[src/rtl/hazard_ctrl_pkg.sv]
// Shared types and constants for the pipeline hazard controller.
package hazard_pkg;

  typedef enum logic [0:0] {
    IDLE = 1'b0,
    BUSY = 1'b1
  } mul_state_e;

  localparam int ZERO_REG   = 0;
  localparam int REG_ADDR_W = 6;

endpackage

[src/rtl/hazard_ctrl_if.sv]
// Pipeline-register fields into the hazard controller and its stall/bubble controls out.
interface hazard_ctrl_if #(
  parameter int RegAddrW = 6
);
  logic [RegAddrW-1:0] dec_rs1;
  logic [RegAddrW-1:0] dec_rs2;
  logic                dec_use_rs1;
  logic                dec_use_rs2;
  logic                dec_is_branch;
  logic [RegAddrW-1:0] exe_rd;
  logic                exe_reg_we;
  logic                exe_is_load;
  logic                exe_is_mul;
  logic [RegAddrW-1:0] mem_rd;
  logic                mem_reg_we;
  logic                mem_is_load;
  logic                stall;
  logic                exe_bubble;
  logic                exe_hold;
  logic                mem_bubble;
  logic                mul_busy;

  modport master (
    output dec_rs1, dec_rs2, dec_use_rs1, dec_use_rs2, dec_is_branch,
    output exe_rd, exe_reg_we, exe_is_load, exe_is_mul,
    output mem_rd, mem_reg_we, mem_is_load,
    input  stall, exe_bubble, exe_hold, mem_bubble, mul_busy
  );

  modport slave (
    input  dec_rs1, dec_rs2, dec_use_rs1, dec_use_rs2, dec_is_branch,
    input  exe_rd, exe_reg_we, exe_is_load, exe_is_mul,
    input  mem_rd, mem_reg_we, mem_is_load,
    output stall, exe_bubble, exe_hold, mem_bubble, mul_busy
  );
endinterface

[src/rtl/hazard_ctrl_mul_timer.sv]
// Multiply sequencer: holds Execute for MulCycles-1 cycles per multiply.
module hazard_mul_timer
  import hazard_pkg::*;
#(
  parameter int MulCycles = 4
) (
  input  logic clk,
  input  logic reset,
  input  logic exe_is_mul,
  output logic hold,
  output logic busy
);

  localparam bit         MultiCycle = (MulCycles > 1);
  localparam logic [3:0] CntInit    = MultiCycle ? 4'(MulCycles - 2) : 4'd0;

  mul_state_e state_r;
  logic [3:0] cnt_r;

  // State and down-counter; exe_is_mul only matters in IDLE.
  always_ff @(posedge clk) begin
    if (reset) begin
      state_r <= IDLE;
      cnt_r   <= 4'd0;
    end else begin
      case (state_r)
        IDLE: begin
          if (exe_is_mul && MultiCycle) begin
            state_r <= BUSY;
            cnt_r   <= CntInit;
          end else begin
            state_r <= IDLE;
            cnt_r   <= 4'd0;
          end
        end
        BUSY: begin
          if (cnt_r != 4'd0) begin
            state_r <= BUSY;
            cnt_r   <= cnt_r - 4'd1;
          end else begin
            state_r <= IDLE;
            cnt_r   <= 4'd0;
          end
        end
        default: begin
          state_r <= IDLE;
          cnt_r   <= 4'd0;
        end
      endcase
    end
  end

  // Hold asserts in the entry cycle itself, so it cannot wait for the state register.
  always_comb begin
    hold = 1'b0;
    busy = 1'b0;
    if (reset) begin
      hold = 1'b0;
      busy = 1'b0;
    end else begin
      case (state_r)
        IDLE:    hold = exe_is_mul && MultiCycle;
        BUSY:    hold = (cnt_r != 4'd0);
        default: hold = 1'b0;
      endcase
      busy = (state_r == BUSY);
    end
  end

endmodule

[src/rtl/hazard_ctrl.sv]
// Load-use / branch-dependency hazard detection and multiply hold for the 5-stage pipeline.
// Optional HAZARD_CTRL_PERF_EN adds saturating stall and bubble counters.
module hazard_ctrl
  import hazard_pkg::*;
#(
  parameter int MulCycles = 4,
  parameter int RegAddrW  = REG_ADDR_W
) (
  input  logic         clk,
  input  logic         reset,
  hazard_ctrl_if.slave bus
`ifdef HAZARD_CTRL_PERF_EN
  ,
  output logic [31:0]  perf_stall_cycles,
  output logic [31:0]  perf_bubbles
`endif
);

  localparam logic [RegAddrW-1:0] ZeroAddr = RegAddrW'(ZERO_REG);

  logic hold_s;
  logic busy_s;
  logic exe_writes_s;
  logic mem_writes_s;
  logic rs1_exe_s;
  logic rs2_exe_s;
  logic rs1_mem_s;
  logic h1_s;
  logic h2_s;
  logic h3_s;
  logic hazard_s;

  hazard_mul_timer #(
    .MulCycles (MulCycles)
  ) u_mul_timer (
    .clk        (clk),
    .reset      (reset),
    .exe_is_mul (bus.exe_is_mul),
    .hold       (hold_s),
    .busy       (busy_s)
  );

  // Source/destination matches and the three hazard classes.
  always_comb begin
    exe_writes_s = bus.exe_reg_we && (bus.exe_rd != ZeroAddr);
    mem_writes_s = bus.mem_reg_we && (bus.mem_rd != ZeroAddr);
    rs1_exe_s    = exe_writes_s && (bus.dec_rs1 == bus.exe_rd);
    rs2_exe_s    = exe_writes_s && (bus.dec_rs2 == bus.exe_rd);
    rs1_mem_s    = mem_writes_s && (bus.dec_rs1 == bus.mem_rd);
    h1_s = bus.exe_is_load && ((bus.dec_use_rs1 && rs1_exe_s) || (bus.dec_use_rs2 && rs2_exe_s));
    h2_s = bus.dec_is_branch && rs1_exe_s && !bus.exe_is_load;
    h3_s = bus.dec_is_branch &&
           ((rs1_exe_s && bus.exe_is_load) || (rs1_mem_s && bus.mem_is_load));
    hazard_s = h1_s || h2_s || h3_s;
  end

  // Bubbles are masked during hold so the held Execute instruction survives.
  always_comb begin
    bus.stall      = 1'b0;
    bus.exe_bubble = 1'b0;
    bus.exe_hold   = 1'b0;
    bus.mem_bubble = 1'b0;
    bus.mul_busy   = 1'b0;
    if (reset) begin
      bus.stall      = 1'b0;
      bus.exe_bubble = 1'b0;
    end else begin
      bus.stall      = hold_s || hazard_s;
      bus.exe_bubble = !hold_s && hazard_s;
      bus.exe_hold   = hold_s;
      bus.mem_bubble = hold_s;
      bus.mul_busy   = busy_s;
    end
  end

`ifdef HAZARD_CTRL_PERF_EN
  // Saturating performance counters.
  always_ff @(posedge clk) begin
    if (reset) begin
      perf_stall_cycles <= 32'd0;
      perf_bubbles      <= 32'd0;
    end else begin
      if (bus.stall && (perf_stall_cycles != 32'hFFFF_FFFF)) begin
        perf_stall_cycles <= perf_stall_cycles + 32'd1;
      end else begin
        perf_stall_cycles <= perf_stall_cycles;
      end
      if ((bus.exe_bubble || bus.mem_bubble) && (perf_bubbles != 32'hFFFF_FFFF)) begin
        perf_bubbles <= perf_bubbles + 32'd1;
      end else begin
        perf_bubbles <= perf_bubbles;
      end
    end
  end
`endif

endmodule

[src/flat_wrapper.sv]
// flat-port wrapper written by rule: the top's interface ports become plain ports
module hazard_ctrl_flat import hazard_pkg::*;
#(
  parameter int MulCycles = 4,
  parameter int RegAddrW  = REG_ADDR_W
)
  (clk, reset, bus_dec_rs1, bus_dec_rs2, bus_dec_use_rs1, bus_dec_use_rs2, bus_dec_is_branch, bus_exe_rd, bus_exe_reg_we, bus_exe_is_load, bus_exe_is_mul, bus_mem_rd, bus_mem_reg_we, bus_mem_is_load, bus_stall, bus_exe_bubble, bus_exe_hold, bus_mem_bubble, bus_mul_busy);
  hazard_ctrl_if #(.RegAddrW(RegAddrW)) bus_i ();
  input  logic clk;
  input  logic reset;
  input wire logic [$bits(bus_i.dec_rs1)-1:0] bus_dec_rs1;
  input wire logic [$bits(bus_i.dec_rs2)-1:0] bus_dec_rs2;
  input wire logic [$bits(bus_i.dec_use_rs1)-1:0] bus_dec_use_rs1;
  input wire logic [$bits(bus_i.dec_use_rs2)-1:0] bus_dec_use_rs2;
  input wire logic [$bits(bus_i.dec_is_branch)-1:0] bus_dec_is_branch;
  input wire logic [$bits(bus_i.exe_rd)-1:0] bus_exe_rd;
  input wire logic [$bits(bus_i.exe_reg_we)-1:0] bus_exe_reg_we;
  input wire logic [$bits(bus_i.exe_is_load)-1:0] bus_exe_is_load;
  input wire logic [$bits(bus_i.exe_is_mul)-1:0] bus_exe_is_mul;
  input wire logic [$bits(bus_i.mem_rd)-1:0] bus_mem_rd;
  input wire logic [$bits(bus_i.mem_reg_we)-1:0] bus_mem_reg_we;
  input wire logic [$bits(bus_i.mem_is_load)-1:0] bus_mem_is_load;
  output wire logic [$bits(bus_i.stall)-1:0] bus_stall;
  output wire logic [$bits(bus_i.exe_bubble)-1:0] bus_exe_bubble;
  output wire logic [$bits(bus_i.exe_hold)-1:0] bus_exe_hold;
  output wire logic [$bits(bus_i.mem_bubble)-1:0] bus_mem_bubble;
  output wire logic [$bits(bus_i.mul_busy)-1:0] bus_mul_busy;
  assign bus_i.dec_rs1 = bus_dec_rs1;
  assign bus_i.dec_rs2 = bus_dec_rs2;
  assign bus_i.dec_use_rs1 = bus_dec_use_rs1;
  assign bus_i.dec_use_rs2 = bus_dec_use_rs2;
  assign bus_i.dec_is_branch = bus_dec_is_branch;
  assign bus_i.exe_rd = bus_exe_rd;
  assign bus_i.exe_reg_we = bus_exe_reg_we;
  assign bus_i.exe_is_load = bus_exe_is_load;
  assign bus_i.exe_is_mul = bus_exe_is_mul;
  assign bus_i.mem_rd = bus_mem_rd;
  assign bus_i.mem_reg_we = bus_mem_reg_we;
  assign bus_i.mem_is_load = bus_mem_is_load;
  assign bus_stall = bus_i.stall;
  assign bus_exe_bubble = bus_i.exe_bubble;
  assign bus_exe_hold = bus_i.exe_hold;
  assign bus_mem_bubble = bus_i.mem_bubble;
  assign bus_mul_busy = bus_i.mul_busy;
  hazard_ctrl #(.MulCycles(MulCycles), .RegAddrW(RegAddrW)) u_core (.clk(clk), .reset(reset), .bus(bus_i));
endmodule
[config.mk]
export PLATFORM = sky130hd
export DESIGN_NAME = hazard_ctrl_flat
export DESIGN_NICKNAME = d
export VERILOG_FILES = /design/src/rtl/hazard_ctrl_pkg.sv /design/src/rtl/hazard_ctrl_if.sv /design/src/rtl/hazard_ctrl_mul_timer.sv /design/src/rtl/hazard_ctrl.sv /design/src/flat_wrapper.sv
export SDC_FILE = /design/constraint.sdc
export NUM_CORES = 1
export LEC_CHECK = 0
export CAP_MARGIN = 5
export CORE_MARGIN = 10
export CORE_UTILIZATION = 33
export DETAILED_ROUTE_END_ITERATION = 16
export GPL_TIMING_DRIVEN = 0
export PLACE_DENSITY = 0.81
export SLEW_MARGIN = 20
export SYNTH_ARGS = -nofsm -noshare
export SYNTH_HDL_FRONTEND = slang
export SYNTH_SLANG_ARGS = --single-unit
[constraint.sdc]
create_clock -name clk -period 3.8 [get_ports clk]
set_input_delay 0.76 -clock clk [delete_from_list [all_inputs] [get_ports clk]]
set_output_delay 0.76 -clock clk [all_outputs]
set_load 0.02 [all_outputs]
======== Word level (Yosys, flattened, before mapping) ========
Index checks and enable logic that the tools add are counted.
operators by class
  equality and inequality tests ........... 3
  multipliers ............................. 0
  add/sub/neg operators ................... 1
  mux-type cells .......................... 12
  reductions and logical operators ........ 24
  bitwise gates (word level) .............. 1
  shift operators ......................... 0
  div/mod/pow operators ................... 0
  magnitude comparators ................... 0
operators by type and width
  kind                                               number
  == test 6 bit                                      3
  logical AND 1 bit                                  14
  nonzero test 6 bit                                 2
  case mux 4 bit (2 select lines)                    1
  two-way mux 1 bit                                  7
  logical OR 1 bit                                   5
  two-way mux 4 bit                                  1
  case mux 1 bit (2 select lines)                    2
  nonzero test 4 bit                                 1
  subtractor 4 x 1 -> 4 bit (second input constant)  1
  zero test 1 bit                                    2
  two-way mux 2 bit                                  1
  inverter 1 bit                                     1
word-level totals
  bits in read-only memories .............. 0
  RAM bits ................................ 0
  memories ................................ 0
  bits in latches ......................... 0
  flip-flop bits (word level) ............. 5

======== Logic depth before layout (Yosys ltp) ========
Gate-level depths: netlist of the first run.
  depth in word-level cells ............... 10
  mapped depth ............................ 5
  depth with buffers taken out ............ 5

======== Hierarchy ========
From an unflattened synthesis of the first run, not the netlist that was laid out.
second synthesis, totals
  cell total of the unflattened synthesis .. 61
  area total of the unflattened synthesis .. 494.2 µm²
modules (own cells, without submodules)
  module            sequential area each (µm²)  instances  area an instance (µm²)  cells each
  hazard_ctrl       0.0                         1          291.5                   40
  hazard_mul_timer  100.1                       1          202.7                   21

======== Worst setup path after synthesis of the first run ========
Ideal clock, no wire load.
  path kind ............................... input to output
  start ................................... in bus_exe_rd[1]
  end ..................................... out bus_stall
  stages on the path ...................... 4
  arrival ................................. 1.921 ns
  setup slack ............................. 1.119 ns
  data required time ...................... 3.040 ns
  path buffers ............................ 0
  cells stage by stage .................... or4_1 -> o31a_1 -> a32oi_1 -> a31oi_1
between the ends
  word-level cells in the longest chain between the ends .. 10
  elaborated cells on any way between the ends .. 19
  classes of those cells .................. eq/ne (2); mux (1); reduce/logical (16)
ends and longest elaborated chain
  item                                  line                                  RTL
  start, declared                       flat_wrapper.sv:16                    input wire logic [$bits(bus_i.exe_rd)-1:0] bus_exe_rd;
  nonzero test 6 bit                    hazard_ctrl.sv:45                     exe_writes_s = bus.exe_reg_we && (bus.exe_rd != ZeroAddr);
  logical AND 1 bit                     hazard_ctrl.sv:45
  logical AND 1 bit (on tied branches)  hazard_ctrl.sv:47, hazard_ctrl.sv:48
  logical AND 1 bit                     hazard_ctrl.sv:50                     h1_s = bus.exe_is_load && ((bus.dec_use_rs1 && rs1_exe_s) || (bus.dec_use_rs2 && rs2_exe_s));
  logical OR 1 bit                      hazard_ctrl.sv:50
  logical AND 1 bit                     hazard_ctrl.sv:50
  logical OR 1 bit                      hazard_ctrl.sv:54                     hazard_s = h1_s || h2_s || h3_s;
  logical OR 1 bit (*)                  hazard_ctrl.sv:54
  logical OR 1 bit (*)                  hazard_ctrl.sv:68                     bus.stall = hold_s || hazard_s;
  two-way mux 1 bit (*)                 hazard_ctrl.sv:64                     if (reset) begin
  end, declared                         flat_wrapper.sv:23                    output wire logic [$bits(bus_i.stall)-1:0] bus_stall;
Mark *: on every way between the ends. The rest lies on a longest branch, timed or not.

======== Worst setup path in the final report of the first run ========
  start ................................... in bus_exe_rd[1]
  end ..................................... out bus_exe_bubble
between the ends
  word-level cells in the longest chain between the ends .. 10
  elaborated cells on any way between the ends .. 19
  classes of those cells .................. eq/ne (2); mux (1); reduce/logical (16)
ends and longest elaborated chain
  item                                  line                                  RTL
  nonzero test 6 bit                    hazard_ctrl.sv:45
  logical AND 1 bit                     hazard_ctrl.sv:45
  logical AND 1 bit (on tied branches)  hazard_ctrl.sv:47, hazard_ctrl.sv:48
  logical AND 1 bit                     hazard_ctrl.sv:50
  logical OR 1 bit                      hazard_ctrl.sv:50
  logical AND 1 bit                     hazard_ctrl.sv:50
  logical OR 1 bit                      hazard_ctrl.sv:54
  logical OR 1 bit (*)                  hazard_ctrl.sv:54
  logical AND 1 bit (*)                 hazard_ctrl.sv:69                     bus.exe_bubble = !hold_s && hazard_s;
  two-way mux 1 bit (*)                 hazard_ctrl.sv:64
  end, declared                         flat_wrapper.sv:24                    output wire logic [$bits(bus_i.exe_bubble)-1:0] bus_exe_bubble;
Marked as above.

==> results of run 1 <==
[state kept, by name (all words and copies together), names as in the netlist]
name	cells
u_core.u_mul_timer.cnt_r	4
u_core.u_mul_timer.state_r	1
[report_power, final]
| part | internal [mW] | switching, mW | total (mW) |
|---|---|---|---|
| Combinational | 0.0509 | 0.0289 | 0.0798 |
| Clock | 0.0382 | 0.0237 | 0.0619 |
| Sequential | 0.0547 | 0.00298 | 0.0577 |
| Total | 0.144 | 0.0556 | 0.199 |
[critical path, cell delays in order]
cell             delay (ps)
clkdlybuf4s50_1         460
or4_1                   540
o31a_1                  270
a32oi_1                 200
a211oi_1                110
clkdlybuf4s50_1         560
[cell usage after synthesis (all sizes together)]
| cell type | n | area [µm²] |
|---|---|---|
| buf | 1 | 7.51 |
| nand2 | 3 | 11.3 |
| a211oi | 1 | 7.51 |
| o31a | 1 | 8.76 |
| inv | 2 | 7.51 |
| or4 | 1 | 7.51 |
| nand4 | 2 | 12.5 |
| nand2b | 1 | 6.26 |
| dfxtp | 5 | 100 |
| o21ai | 1 | 5.00 |
| xor2 | 9 | 78.8 |
| xnor2 | 9 | 78.8 |
| o211ai | 1 | 7.51 |
| nor3 | 5 | 25.0 |
| a21oi | 3 | 15.0 |
| nor4 | 3 | 18.8 |
| o21bai | 1 | 7.51 |
| nor2 | 6 | 22.5 |
| a31oi | 3 | 18.8 |
| nand3 | 3 | 15.0 |
| a32oi | 1 | 8.76 |
[cell type report]
type	count	share of cell area (%)
Buffer	1	0.837
Clock buffer	3	2.51
Clock inverter	1	0.558
Inverter	2	0.837
Multi-Input combinational cell	54	39.6
Sequential cell	5	11.2
Tap cell	15	2.09
Timing Repair Buffer	38	42.4
[routing by layer]
layer | routed length [µm] | global-route usage (%) | vias up
met5 | 0 | 0 | -
met4 | 14 | 5.37 | 0
met3 | 298 | 10.2 | 2
met2 | 715 | 15.0 | 34
met1 | 555 | 8.63 | 266
li1 | - | - | 311
[through the flow]
| stage | hold WS (ps) | std cells | util (%) | setup slack (ps) | power, mW |
|---|---|---|---|---|---|
| floorplan | 437 | 62 | - | 1120 | 0.0882 |
| global placement | 450 | 115 | 66.0 | 124 | 0.138 |
| detailed placement | 459 | 115 | 66.0 | 129 | 0.139 |
| CTS | 470 | 119 | 68.1 | 121 | 0.204 |
| global route | 510 | 119 | 68.1 | 48.5 | 0.216 |
| finish | 470 | 119 | 68.1 | 138 | 0.199 |
[kinds of logic after synthesis]
logic type / Yosys count / synth area share (%)
simple gates: 24 / 25.3
xor+xnor: 18 / 33.5
compound gates: 12 / 16.8
flops: 5 / 21.3
buf+inv: 3 / 3.19
[worst paths after layout]
check                                    from                     endpoint  cells after the start
setup / recovery                bus_exe_rd[1]               bus_exe_bubble                      6
hold / removal    u_core.u_mul_timer.cnt_r[3]  u_core.u_mul_timer.cnt_r[3]                      2
hold reg to reg   u_core.u_mul_timer.cnt_r[3]  u_core.u_mul_timer.cnt_r[3]                      2
setup reg to reg  u_core.u_mul_timer.cnt_r[3]  u_core.u_mul_timer.cnt_r[1]                      4
==> impl_summary.log, run 1 <==
INFO  metric ctsHoldBuffers = 0
INFO  metric worstPathMaxFanout = 3
INFO  metric globalRouteOverflowTotal = 0
INFO  metric syn2layout_area_growth = 90.7%
INFO  metric multi_input_area = 355 µm²
INFO  metric outcome = completed
INFO  metric final-setup-viol-count = 0
INFO  metric global_route_total_usage_across_every_layer = 10.1%
INFO  metric mostFrequentLayoutCells = clkdlybuf4s50_1 (38), xor2_1 (9), xnor2_1 (9)
INFO  metric worst_ep_required_time = 3040 ps
INFO  metric drive_above_1_share = 4.81%
INFO  metric worst_clock_skew = 6.36 ps
INFO  metric cts_max_level = 1
INFO  metric crit_path_start_kind = primary input
INFO  metric max-vdd-ir-drop = 0.0000938 V
INFO  metric total_leakage_power = 0.316 nW
INFO  metric post-cts-setup-buffers = 0
INFO  metric gp_congestion = 0.793
INFO  metric setup-tns-final = 0 ps
INFO  metric timing.reg2reg.setup_slack = 2880 ps
INFO  metric timing_worst_slew_pin_value = 325 ps
INFO  metric io-pin-count = 39
INFO  metric clock_tree.root_cell = clkbuf_4
INFO  metric grt_max_degree = 7
INFO  metric area.sequential = 100 µm²
INFO  metric cts.clk_slew.worst_paths = 50 ps
INFO  metric synth_area_per_cell = 7.59 µm²
INFO  metric floorplan_core_area = 0.00132 mm²
INFO  metric grt_pass1_vias = 695
INFO  metric antenna_cells = 0
INFO  metric max-cap-violations = 0
INFO  metric grt_pass1_wl = 2.69 mm
INFO  metric die_w = 57.8 µm
INFO  metric finalWorstPathRequiredPeriod = 3660 ps
INFO  metric tritoncts = built
INFO  metric critical_path_arrival = 2900 ps
INFO  metric initial_core_util = 35.7%
INFO  metric placementRows = 13
INFO  metric maxSlewHeadroom = 78.2%
INFO  metric grt_antenna_before_repair = 0
INFO  metric dr_total_vias = 613
INFO  metric timing_max_transition_violations_final = 0
INFO  metric cts_max_path_buffers = 2
INFO  metric die_y = 57.8 µm
INFO  metric viasPerCell = 5.15
INFO  metric yosysWarnings = 0
INFO  metric path_class = in2out
INFO  metric post-route-period-util = 96.4%
INFO  metric power_per_cell_area = 222 mW/mm²
INFO  metric design.final.nets = 139
INFO  metric n_fill_cell = 115
INFO  metric post_dp_cell_area = 870 µm²
INFO  metric dieArea = 0.00334 mm²
INFO  metric syn_nets = 96
INFO  metric worstSetupEndpointType = primary output
INFO  metric unrepaired_setup_endpoints_after_global_routing = no
INFO  metric post_drt_wl_per_cell = 13.3 µm
INFO  metric port_buffers = 38
INFO  metric syn_area = 470 µm²
INFO  metric routed_wl = 1.58 mm
INFO  metric drt_first_iter_violations = 6
INFO  metric worst_skew_pair.late_latency = 240 ps
INFO  metric post-route-cell-area = 897 µm²
INFO  metric ys_types = 21
INFO  metric cts_made_buffers = 3
INFO  metric number_of_synthesized_register_bits = 5
INFO  metric first_pass_iters = 4
INFO  metric syn_inst = 62
INFO  metric cts_resized = 0
INFO  metric final-hold-violation-count = 0
INFO  metric antenna_violation_net_count_after_detailed_routing = 0
INFO  metric place.detailed.hpwl = 1.46 mm
INFO  metric ys_seq_area_share = 21.3%
INFO  metric fmax = 273 MHz
INFO  metric timing.hold.worst.class = reg2reg
INFO  metric drt_drc_violations_left = 0
INFO  metric mostFrequentLayoutCell = clkdlybuf4s50_1
INFO  metric cts.sinks = 5
Note: power is estimated with default switching activity, not from simulation.
==> run 2: changes to the inputs <==
- SETUP_SLACK_MARGIN: not set -> 0.3
==> run 2 against run 1 <==
Compared with the run above: first-iteration DRC count down 50%; critical path depth unchanged; wire length up 0.63%; clock skew about the same; clock power about the same; power about the same; count of clock-buffer cells in the layout unchanged; sequential share of layout area down 0.077 points; combinational power about the same; highest routed layer unchanged; flip-flop and latch count unchanged.
==> impl_summary.log, run 2 (same netlist as run 1, synthesis figures left out) <==
INFO  metric timing.reg2reg.setup_slack = 2870 ps (was 2880 ps)
INFO  metric max-vdd-ir-drop = 0.0000944 V (was 0.0000938 V)
INFO  metric grt_antenna_before_repair = 0 (unchanged)
INFO  metric biggestRegsByFlops = u_core.u_mul_timer.cnt_r x4, u_core.u_mul_timer.state_r x1 (unchanged)
INFO  metric dr_top_layer = met4 (unchanged)
INFO  metric mostFrequentLayoutCells = clkdlybuf4s50_1 (36), xor2_1 (9), xnor2_1 (9) (was clkdlybuf4s50_1 (38), xor2_1 (9), xnor2_1 (9))
INFO  metric finalWorstPathRequiredPeriod = 3430 ps (was 3660 ps)
INFO  metric antenna_cells = 0 (unchanged)
INFO  metric global_route_total_usage_across_every_layer = 10.1% (unchanged)
INFO  metric design.final.nets = 139 (unchanged)
INFO  metric worst_path_max_delay_cell = or4_1 (was clkdlybuf4s50_1)
INFO  metric cts.sinks = 5 (unchanged)
INFO  metric grt_max_degree = 7 (unchanged)
INFO  metric timing.critical_path.cells = clkdlybuf4s50_1, or4_1, o31a_1, a32oi_2, a31oi_1, dlygate4sd2_1 (was clkdlybuf4s50_1, or4_1, o31a_1, a32oi_1, a211oi_1, clkdlybuf4s50_1)
INFO  metric cts_max_path_buffers = 2 (unchanged)
INFO  metric grt_pass1_wl = 2.69 mm (unchanged)
INFO  metric max-cap-violations = 0 (unchanged)
INFO  metric final-setup-viol-count = 0 (unchanged)
INFO  metric routed_wl = 1.59 mm (was 1.58 mm)
INFO  metric final-hold-violation-count = 0 (unchanged)
INFO  metric worst_clock_skew = 6.38 ps (was 6.36 ps)
INFO  metric final-instance-count-excl-fill = 119 (unchanged)
INFO  metric dp_slack = 129 ps (unchanged)
INFO  metric crit_path_start_kind = primary input (unchanged)
INFO  metric area.sequential = 100 µm² (unchanged)
INFO  metric drt_drc_violations_left = 0 (unchanged)
INFO  metric gp_congestion = 0.793 (unchanged)
INFO  metric port_buffers = 38 (unchanged)
INFO  metric total_power_consumption = 0.199 mW (about the same)
INFO  metric setup-tns-final = 0 ps (unchanged)
INFO  metric worst_skew_pair.late_latency = 240 ps (about the same)
INFO  metric timing.hold.worst.class = reg2reg (unchanged)
INFO  metric unrepaired_setup_endpoints_after_global_routing = no (unchanged)
INFO  metric ctsHoldBuffers = 0 (unchanged)
INFO  metric fmax = 291 MHz (was 273 MHz)
INFO  metric worstPathMaxFanout = 3 (unchanged)
INFO  metric drive_above_1_share = 5.77% (was 4.81%)
INFO  metric cts.clk_slew.worst_paths = 50 ps (about the same)
INFO  metric globalRouteOverflowTotal = 0 (unchanged)
INFO  metric drt_first_iter_violations = 3 (was 6)
INFO  metric path_class = in2out (unchanged)
INFO  metric total_leakage_power = 0.322 nW (was 0.316 nW)
INFO  metric floorplan_core_area = 0.00132 mm² (unchanged)
INFO  metric viasPerCell = 5.13 (was 5.15)
INFO  metric initial_core_util = 35.7% (unchanged)
INFO  metric worst_ep_required_time = 3040 ps (about the same)
INFO  metric die_y = 57.8 µm (unchanged)
INFO  metric timing_worst_slew_pin_value = 337 ps (was 325 ps)
INFO  metric antenna_violation_net_count_after_detailed_routing = 0 (unchanged)
INFO  metric first_pass_iters = 4 (unchanged)
INFO  metric worstSetupEndpointType = primary output (unchanged)
INFO  metric route.layer.met1.wl = 563 µm (was 555 µm)
INFO  metric cts_max_level = 1 (unchanged)
INFO  metric place.detailed.hpwl = 1.46 mm (unchanged)
INFO  metric maxSlewHeadroom = 77.4% (was 78.2%)
INFO  metric io-pin-count = 39 (unchanged)
INFO  metric grt_pass1_vias = 695 (unchanged)
INFO  metric post_drt_wl_per_cell = 13.4 µm (was 13.3 µm)
INFO  metric critical-path-max-stage-delay = 540 ps (was 560 ps)
INFO  metric dieArea = 0.00334 mm² (unchanged)
INFO  metric syn2layout_area_growth = 92.0% (was 90.7%)
INFO  metric largest-register = u_core.u_mul_timer.cnt_r (unchanged)
INFO  metric clock_tree.root_cell = clkbuf_4 (unchanged)
INFO  metric worst_hold_slack = 469 ps (was 470 ps)
INFO  metric mostFrequentLayoutCell = clkdlybuf4s50_1 (unchanged)
INFO  metric dr_total_vias = 611 (was 613)
INFO  metric outcome = completed (unchanged)
INFO  metric n_fill_cell = 114 (was 115)
INFO  metric timing_max_transition_violations_final = 0 (unchanged)
INFO  metric met2_wirelength = 724 µm (was 715 µm)
INFO  metric post-cts-setup-buffers = 0 (unchanged)
INFO  metric die_w = 57.8 µm (unchanged)
INFO  metric met3WireLength = 291 µm (was 298 µm)
INFO  metric largest_reg_flops = 4 (unchanged)
INFO  metric post-route-period-util = 90.4% (was 96.4%)
INFO  metric tritoncts = built (unchanged)
INFO  metric power_per_cell_area = 221 mW/mm² (was 222 mW/mm²)
INFO  metric post-route-worst-setup-slack = 365 ps (was 138 ps)
INFO  metric cts_made_buffers = 3 (unchanged)
INFO  metric dp_cells = 115 (unchanged)
INFO  metric multi_input_area = 363 µm² (was 355 µm²)
INFO  metric critical_path_arrival = 2670 ps (was 2900 ps)
INFO  metric placementRows = 13 (unchanged)
run 2: critical path, delay by kind of cell:
family	cells	cell delay (ps)
simple gates	1	540
compound gates	3	570
buf+inv	2	790
run 2: final timing paths:
kind | startpoint | endpoint | cells past startpoint
worst min-delay path | u_core.u_mul_timer.cnt_r[3] | u_core.u_mul_timer.cnt_r[3] | 2
worst max-delay path | bus_exe_rd[1] | bus_stall | 6
worst max register to register | u_core.u_mul_timer.cnt_r[3] | u_core.u_mul_timer.cnt_r[1] | 4
worst min register to register | u_core.u_mul_timer.cnt_r[3] | u_core.u_mul_timer.cnt_r[3] | 2
run 2: what timing repair did:
item	in CTS	in global routing
hold endpoints to repair	0	0
resized for setup	2	2
endpoints found under the setup margin	2	2
run 2: final cells by class:
type	instances	share of cell area, %
well taps	15	2.08
repair buffers	38	42.0
plain buffers	1	0.831
multi-input cells	54	40.2
flip-flops and latches	5	11.1
clock inverters	1	0.554
clock buffers	3	2.49
inverters	2	0.831
run 2: power breakdown:
group / total, mW / switching (mW) / internal [mW]
registers: 0.0576 / 0.00290 / 0.0547
logic: 0.0798 / 0.0294 / 0.0505
clock network: 0.0619 / 0.0238 / 0.0382
run 2: metal layers:
metal | up-vias | GRT usage, %
met4 | 0 | 5.37
met1 | 268 | 8.63
li1 | 311 | -
met2 | 30 | 15.0
met5 | - | 0
met3 | 2 | 10.2
run 2: stage by stage:
step	utilization [%]	cell area (µm²)
floorplan	-	470
global placement	66.0	870
detailed placement	66.0	870
CTS	67.9	895
global route	68.6	903
finish	68.6	903
